## config.mk

```make
export PLATFORM = sky130hd
export DESIGN_NAME = hazard_ctrl
export DESIGN_NICKNAME = d
export VERILOG_FILES = /design/src/rtl/hazard_ctrl.sv
export SDC_FILE = /design/constraint.sdc
export NUM_CORES = 1
export LEC_CHECK = 0
export BUFFER_PORTS_ARGS = -buffer_cell sky130_fd_sc_hd__buf_2
export CORE_UTILIZATION = 28
export DETAILED_ROUTE_END_ITERATION = 10
export GPL_TIMING_DRIVEN = 1
export PLACE_DENSITY = 0.5
export SYNTH_ARGS = -nofsm -noshare
export SYNTH_HDL_FRONTEND = slang
export SYNTH_SLANG_ARGS = --single-unit
```

## constraint.sdc

```tcl
create_clock -name clk -period 3.5 [get_ports clk]
set_input_delay 0.35 -clock clk [delete_from_list [all_inputs] [get_ports clk]]
set_output_delay 0.35 -clock clk [all_outputs]
set_load 0.05 [all_outputs]
```

## src/rtl/hazard_ctrl.sv

```systemverilog
// ID-stage hazard controller: shadows dst/Tnew of E, M, W, raises stall/bubble,
// picks branch-compare forwarding sources and runs the mult/div busy counter.
module hazard_ctrl #(
  parameter int MULT_LAT = 5,
  parameter int DIV_LAT  = 10
) (
  input  logic       clk,
  input  logic       reset,
  input  logic       id_valid,
  input  logic [4:0] id_rs,
  input  logic [4:0] id_rt,
  input  logic [1:0] id_rs_tuse,
  input  logic [1:0] id_rt_tuse,
  input  logic [4:0] id_dst,
  input  logic [1:0] id_tnew,
  input  logic       id_md_start,
  input  logic       id_md_div,
  input  logic       id_md_use,
  output logic       stall,
  output logic       bubble_e,
  output logic       md_busy,
  output logic [1:0] fwd_rs_sel,
  output logic [1:0] fwd_rt_sel
);

  logic [4:0] dst_e_q, dst_e_d, dst_m_q, dst_m_d, dst_w_q, dst_w_d;
  logic [1:0] tnew_e_q, tnew_e_d, tnew_m_q, tnew_m_d;
  logic [3:0] md_cnt_q, md_cnt_d;
  logic       data_stall, md_stall, advance;

  function automatic logic [1:0] sat_dec(input logic [1:0] t);
    return (t == 2'd0) ? 2'd0 : t - 2'd1;
  endfunction

  // tuse of 3 marks an operand the instruction does not read
  function automatic logic data_haz(input logic [4:0] x, input logic [1:0] tuse,
                                    input logic [4:0] de, input logic [1:0] te,
                                    input logic [4:0] dm, input logic [1:0] tm);
    if (x == 5'd0 || tuse == 2'd3) return 1'b0;
    return ((x == de) && (te > tuse)) || ((x == dm) && (tm > tuse));
  endfunction

  // Only the newest matching stage may forward; an unready match blocks older ones
  function automatic logic [1:0] fwd_sel(input logic [4:0] x,
                                         input logic [4:0] de, input logic [1:0] te,
                                         input logic [4:0] dm, input logic [1:0] tm,
                                         input logic [4:0] dw);
    if (x == 5'd0) return 2'd0;
    if (x == de) return (te == 2'd0) ? 2'd1 : 2'd0;
    if (x == dm) return (tm == 2'd0) ? 2'd2 : 2'd0;
    if (x == dw) return 2'd3;
    return 2'd0;
  endfunction

  always_comb begin
    data_stall = data_haz(id_rs, id_rs_tuse, dst_e_q, tnew_e_q, dst_m_q, tnew_m_q) |
                 data_haz(id_rt, id_rt_tuse, dst_e_q, tnew_e_q, dst_m_q, tnew_m_q);
    md_stall   = (id_md_start | id_md_use) & (md_cnt_q != 4'd0);
    stall      = id_valid & (data_stall | md_stall);
    bubble_e   = stall;
    md_busy    = (md_cnt_q != 4'd0);
    fwd_rs_sel = fwd_sel(id_rs, dst_e_q, tnew_e_q, dst_m_q, tnew_m_q, dst_w_q);
    fwd_rt_sel = fwd_sel(id_rt, dst_e_q, tnew_e_q, dst_m_q, tnew_m_q, dst_w_q);
    advance    = id_valid & ~stall;

    dst_w_d  = dst_m_q;
    dst_m_d  = dst_e_q;
    tnew_m_d = sat_dec(tnew_e_q);
    dst_e_d  = advance ? id_dst  : 5'd0;
    tnew_e_d = advance ? id_tnew : 2'd0;

    md_cnt_d = md_cnt_q;
    if (md_cnt_q != 4'd0)
      md_cnt_d = md_cnt_q - 4'd1;
    else if (advance && id_md_start)
      md_cnt_d = id_md_div ? 4'(DIV_LAT) : 4'(MULT_LAT);
  end

  always_ff @(posedge clk) begin
    if (!reset) begin
      dst_e_q  <= 5'd0;
      dst_m_q  <= 5'd0;
      dst_w_q  <= 5'd0;
      tnew_e_q <= 2'd0;
      tnew_m_q <= 2'd0;
      md_cnt_q <= 4'd0;
    end else begin
      dst_e_q  <= dst_e_d;
      dst_m_q  <= dst_m_d;
      dst_w_q  <= dst_w_d;
      tnew_e_q <= tnew_e_d;
      tnew_m_q <= tnew_m_d;
      md_cnt_q <= md_cnt_d;
    end
  end

endmodule

```

==> run_results.csv, run 1 <==
group,metric,value,unit
die,die_h,73.6,um
critical_path,crit_path_end,"stall",
sta,final-max-slew-violation-count,0,
layout,drive_gt1_share,21.8,%
drt,drc,0,
global_route,grt_max_degree,17,
placed_design,io_buffers,33,
clock_network,clock-root-buffer,"clkbuf_8",
critical_path,crit_path_start_kind,"flop",
global_route,grt_antenna_before_repair,0,
status,status,"finished, final reports clean",
clock_network,cts.sinks,23,
clock_network,cts_buffer_depth,2,
critical_path,crit_buf_inv,3,
sta,worst_slew_pin_slew,0.592,ns
clock_network,ctsResizeCount,0,
pwr,total_power,0.874,mW
pwr,p_per_area,509,nW/um2
layout,final_common_cell,"buf_2",
critical_path,required,3.15,ns
pwr,vdd_drop_max,0.158,mV
layout,nFillCells,522,
critical_path,crit_chain,"inv_1 > ha_1 > nor3b_1 > inv_1 > o21ai_0 > nand2_1 > o21a_1 > buf_2",
synthesis,yosys_warnings,0,
die,dieArea,5420,um2
layout,area_growth,19.6,%
drt,wire_per_inst,12.0,um
drt,wirelength,3180,um
sta,period_minus_slack,2.67,ns
synthesis,synth_cell_types,37,
placed_design,dpl_cell_area,1670,um2
drt,antenna_left,0,
synthesis,yosysSeqAreaShare,32.1,%
sta,hold_violations,0,
critical_path,ff2ff_setup_slack,1.32,ns
critical_path,worstPathMaxFanout,5,
die,initial_core_util,29.8,%
pwr,leakage,0.756,nW
clock_network,clock_latency,0.27,ns
synthesis,synth_fp_nets,200,
clock_network,hold_buffers,0,
sta,fmax,375,MHz
drt,vias,1179,
clock_network,clk_pin_slew,0.09,ns
critical_path,rr_worst_depth,8,
sta,maxSlewHeadroom,60.4,%
clock_network,cts.htree.levels,1,
critical_path,critPathTopFamily,"simple AND/OR/NAND/NOR gates",
hold_path,hp-class,"in2reg",
die,rows,25,
clock_network,cts_setup_buffers,0,
synthesis,netlist_area,1440,um2
global_route,overflow,0,
layout,final_core_util,35.7,%
die,core_area,4820,um2
placed_design,gp_congestion,0.838,
placed_design,hpwlAfterDp,2620,um
placed_design,pre_cts_slack,1.05,ns
drt,drtPass1Iterations,4,
critical_path,crit_top_cell,"inv_1",
sta,post-route-period-util,76.2,%
critical_path,worst_path_max_delay_cell,"nor3b_1",
sta,fin_skew,0.00538,ns
drt,drt_first_iter_violations,39,
clock_network,cts_tree,"yes",
global_route,grt_pass1_vias,1188,
job,drv_cap,0,
global_route,grt_pass1_wl,5330,um
die,die_width,73.6,um
die,io_pins,34,
layout,final_area,1720,um2
sta,rsz0062_at_grt,"no",
critical_path,cp-end-kind,"output port",
synthesis,avgSynthCellArea,8.81,um2
clock_network,cts_inserted_buffers,3,
drt,avgViaCountPerCell,4.47,
critical_path,cp.depth,8,
sta,setup_viol,0,
critical_path,crit_arrival,2.32,ns
critical_path,r2r_end,"tnew_e_q[1]",
layout,nets,235,
critical_path,cpPeakStageDelay,0.53,ns
critical_path,regToRegStartpoint,"md_cnt_q[0]",
sta,fin_ws,0.832,ns
global_route,grt_use_total,13.1,%
synthesis,synth_seq_cells,23,
critical_path,worstSetupPathType,"reg2out",
layout,mostFrequentLayoutCells,"33 x buf_2, 23 x dfxtp_1, 18 x and2_1, 17 x xnor2_1, 14 x xor2_1",
critical_path,crit_start,"md_cnt_q[0]",
synthesis,synth_cells,163,
layout,diodes,0,
sta,final.setup.tns,0,ns
## worst min path at each step
| stage | to | startpoint | cells after the start |
|---|---|---|---|
| 3_3_place_gp | tnew_m_q[0] | tnew_e_q[0] | 1 |
| 5_1_grt | dst_e_q[4] | id_dst[4] | 2 |
| 3_5_place_dp | tnew_m_q[0] | tnew_e_q[0] | 1 |
| 2_1_floorplan | tnew_m_q[0] | tnew_e_q[0] | 1 |
| 4_1_cts | dst_e_q[2] | id_dst[2] | 2 |
| 6_report | dst_e_q[2] | id_dst[2] | 2 |
## sequential cells by signal (all words and copies together) (netlist names)
name	cells
dst_e_q	5
dst_m_q	5
dst_w_q	5
md_cnt_q	4
tnew_e_q	2
tnew_m_q	2
## stage by stage
step           cells  hold WS [ns]
2_1_floorplan    163         0.392
3_3_place_gp     260         0.425
3_5_place_dp     260         0.424
4_1_cts          264         0.262
5_1_grt          264         0.258
6_report         264         0.269
## final cells by class
cell class | instances | area [um2] | share of cell area, %
multi-input combinational | 125 | 915 | 53.2
sequential | 23 | 460 | 26.8
timing repair buffer | 33 | 165 | 9.61
tap | 67 | 83.8 | 4.88
inverter | 12 | 45.0 | 2.62
clock buffer | 3 | 41.3 | 2.40
clock inverter | 1 | 7.51 | 0.437
## synthesized netlist by cell type
| master | instances | area share, % |
|---|---|---|
| o21a_1 | 1 | 0.52 |
| o21ai_0 | 3 | 1.0 |
| buf_4 | 1 | 0.52 |
| inv_1 | 12 | 3.1 |
| nor2b_1 | 1 | 0.44 |
| a21oi_1 | 9 | 3.1 |
| and2_1 | 18 | 7.8 |
| xor2_1 | 14 | 8.5 |
| nor3_2 | 1 | 0.70 |
| a2111oi_0 | 1 | 0.61 |
| nor3_4 | 1 | 1.1 |
| clkbuf_1 | 1 | 0.26 |
| nor4_1 | 2 | 0.87 |
| a2111o_1 | 1 | 0.78 |
| buf_2 | 1 | 0.35 |
| nor3_1 | 6 | 2.1 |
| nand2_1 | 6 | 1.6 |
| nand2b_1 | 1 | 0.44 |
| o21ai_1 | 1 | 0.35 |
| a211oi_1 | 1 | 0.52 |
| a21o_1 | 1 | 0.52 |
| dfxtp_1 | 23 | 32 |
| o31a_1 | 1 | 0.61 |
| or4_1 | 2 | 1.0 |
| nand4_1 | 1 | 0.44 |
| nor2_2 | 2 | 0.87 |
| a22oi_2 | 1 | 0.87 |
| nor3b_1 | 1 | 0.52 |
| ha_1 | 10 | 8.7 |
| nor2_1 | 7 | 1.8 |
| o311a_1 | 2 | 1.4 |
| mux2i_1 | 2 | 1.4 |
| xnor2_1 | 17 | 10 |
| nand2_2 | 1 | 0.44 |
| a2111oi_1 | 1 | 0.70 |
| a311oi_1 | 1 | 0.61 |
| nand3_1 | 8 | 2.8 |
## kinds of logic (layout without fill, tap and decap cells)
logic type                 count (synthesis)  in the layout  share of synthesized area [%]
xor gates and xnor gates                  31             31                           18.9
muxes                                      2              2                           1.39
AOI/OAI and AO/OA                         24             24                           11.7
DFF                                       23             23                           32.1
and+or+nand+nor                           58             58                           23.0
buffers and inverters                     15             49                           4.27
adders and majority gates                 10             10                           8.71
## worst register-to-register path: stages, from the launching register on
cell and delay (ns):
dfxtp_1 0.35, inv_1 0.09, ha_1 0.23, nor3b_1 0.53, inv_1 0.18, o21ai_0 0.13, nand2_1 0.13, nor3_4 0.33
and2_1 0.17
## routing by layer
metal	vias up	global-route usage, %	share of wire, %
met5	-	0	0
met4	0	7.05	2.5
met3	7	2.47	3.2
met2	22	20.7	45
met1	527	16.8	50
li1	623	-	-
## power breakdown
group	switching, mW	total (mW)	internal, mW
clock network	0.0932	0.174	0.0807
logic	0.229	0.365	0.136
registers	0.0359	0.335	0.299
Power figures use the tool's default switching activity.
==> run 2: changes to the inputs <==
- clock period: 3.5 -> 2.7 ns (I/O delays scaled with it)
==> run 2 against run 1 <==
Compared with the run above:
- clock skew is 0.0041 ns lower
- combinational power is 35% higher
- non-clock buffer count is 2 higher
- die area stayed put
- sequential share of layout area is 0.23 points lower
- final cell count is 0.76% higher
- cell area is 0.87% higher
- largest cell class unchanged
- flip-flop and latch count stayed put
- wire length is 0.22% lower
- clock power is 26% higher
- first-iteration DRC count is 18% higher
- utilization is 0.31 points higher
- largest power group unchanged
==> run_results.csv, run 2 (synthesis gave the netlist of run 1 again) <==
group,metric,value,unit
status,status,"finished, final reports clean",
critical_path,required,2.43,ns
critical_path,crit_chain,"inv_1 > ha_1 > a2111oi_0 > a22oi_2 > nand2_2 > o21a_1 > buf_2",
die,rows,25,
drt,met1_length,1560,um
die,io_pins,34,
die,die_width,73.6,um
pwr,leakage,0.766,nW
drt,drc,0,
die,die_h,73.6,um
die,core_area,4820,um2
die,dieArea,5420,um2
sta,worst_slew_pin_slew,0.505,ns
global_route,grt_use_total,13.0,%
clock_network,cts_tree,"yes",
drt,wirelength,3170,um
sta,fmax,416,MHz
layout,drive_gt1_share,22.6,%
global_route,grt_pass1_vias,1128,
clock_network,clock-root-buffer,"clkbuf_8",
pwr,p_per_area,662,nW/um2
sta,post-route-period-util,89.0,%
drt,drtPass1Iterations,4,
global_route,grt_pass1_wl,5190,um
layout,area_growth,20.6,%
sta,hold_violations,0,
clock_network,cts.htree.levels,1,
sta,period_minus_slack,2.40,ns
clock_network,hold_buffers,0,
layout,final_core_util,36.0,%
layout,nets,237,
clock_network,ctsResizeCount,0,
layout,largest_registers,"dst_e_q (5), dst_m_q (5), dst_w_q (5)",
job,drv_cap,0,
drt,wl_met3,95,um
global_route,overflow,0,
drt,met2_length,1490,um
sta,final-max-slew-violation-count,0,
clock_network,cts_buffer_depth,2,
placed_design,pre_cts_slack,0.417,ns
drt,drt_first_iter_violations,46,
critical_path,crit_path_start_kind,"flop",
clock_network,clock_latency,0.26,ns
clock_network,cts_setup_buffers,0,
sta,fin_ws,0.296,ns
die,initial_core_util,29.8,%
placed_design,io_buffers,33,
pwr,vdd_drop_max,0.251,mV
global_route,grt_max_degree,17,
drt,vias,1182,
critical_path,cpPeakStageDelay,0.49,ns
layout,final_common_cell,"buf_2",
sta,rsz0062_at_grt,"no",
drt,avgViaCountPerCell,4.44,
critical_path,cp-end-kind,"output port",
global_route,grt_antenna_before_repair,0,
drt,routed.top_layer,"met4",
layout,mostFrequentLayoutCells,"33 x buf_2, 23 x dfxtp_1, 18 x and2_1, 17 x xnor2_1, 14 x xor2_1",
placed_design,gp_congestion,0.799,
drt,wire_per_inst,11.9,um
sta,maxSlewHeadroom,65.5,%
critical_path,crit_arrival,2.13,ns
placed_design,hpwlAfterDp,2670,um
clock_network,cts_inserted_buffers,3,
clock_network,cts.sinks,23,
layout,diodes,0,
sta,fin_skew,0.00129,ns
sta,setup_viol,0,
critical_path,ff2ff_setup_slack,0.72,ns
drt,antenna_left,0,
critical_path,worstSetupPathType,"reg2out",
critical_path,worstPathMaxFanout,3,
critical_path,worst_path_max_delay_cell,"a2111oi_0",
sta,final.setup.tns,0,ns
clock_network,clk_pin_slew,0.09,ns
hold_path,hp-class,"in2reg",
-- run 2: cell count changes in the layout (fill, tap and decap cells not counted), sizes merged --
cell / change
buf: +2
-- run 2: final timing paths --
check,startpoint,to,depth (start not counted)
worst min register to register,tnew_e_q[0],tnew_m_q[0],1
worst min-delay path,id_dst[0],dst_e_q[0],2
worst max-delay path,tnew_e_q[0],stall,7
worst max register to register,tnew_e_q[0],md_cnt_q[0],7
-- run 2: area by class of cell --
cell class | count | area, um2
clock buffer | 3 | 41.3
inverter | 12 | 45.0
multi-input combinational | 125 | 915
sequential | 23 | 460
clock inverter | 1 | 7.51
tap | 67 | 83.8
timing repair buffer | 35 | 180
fill | 513 | 3080
-- run 2: power breakdown --
| group | total (mW) | switching (mW) | internal, mW |
|---|---|---|---|
| Clock | 0.220 | 0.116 | 0.104 |
| Combinational | 0.494 | 0.301 | 0.193 |
| Sequential | 0.433 | 0.0457 | 0.387 |
| Total | 1.15 | 0.462 | 0.685 |
-- run 2: layer usage --
layer  up-vias  GRT usage [%]
li1        627              -
met2        21           22.0
met5         -              0
met4         0           3.85
met3         2           2.19
met1       532           16.8
-- run 2: worst max-delay path, delay by kind of cell, from the launching register on --
kind,cells,cell delay (ns)
AOI/OAI and AO/OA,3,0.78
and+or+nand+nor,1,0.14
DFF,1,0.35
buffers and inverters,2,0.34
adders and majority gates,1,0.27
-- run 2: per-stage QoR --
step | power (mW) | cell area, um2 | cells | hold slack [ns]
after detailed placement | 0.937 | 1680 | 262 | 0.439
after CTS | 1.16 | 1730 | 266 | 0.188
final | 1.15 | 1730 | 266 | 0.195
after global routing | 1.24 | 1730 | 266 | 0.190
after global placement | 0.942 | 1680 | 262 | 0.423
after floorplan | 0.807 | 1440 | 163 | 0.389
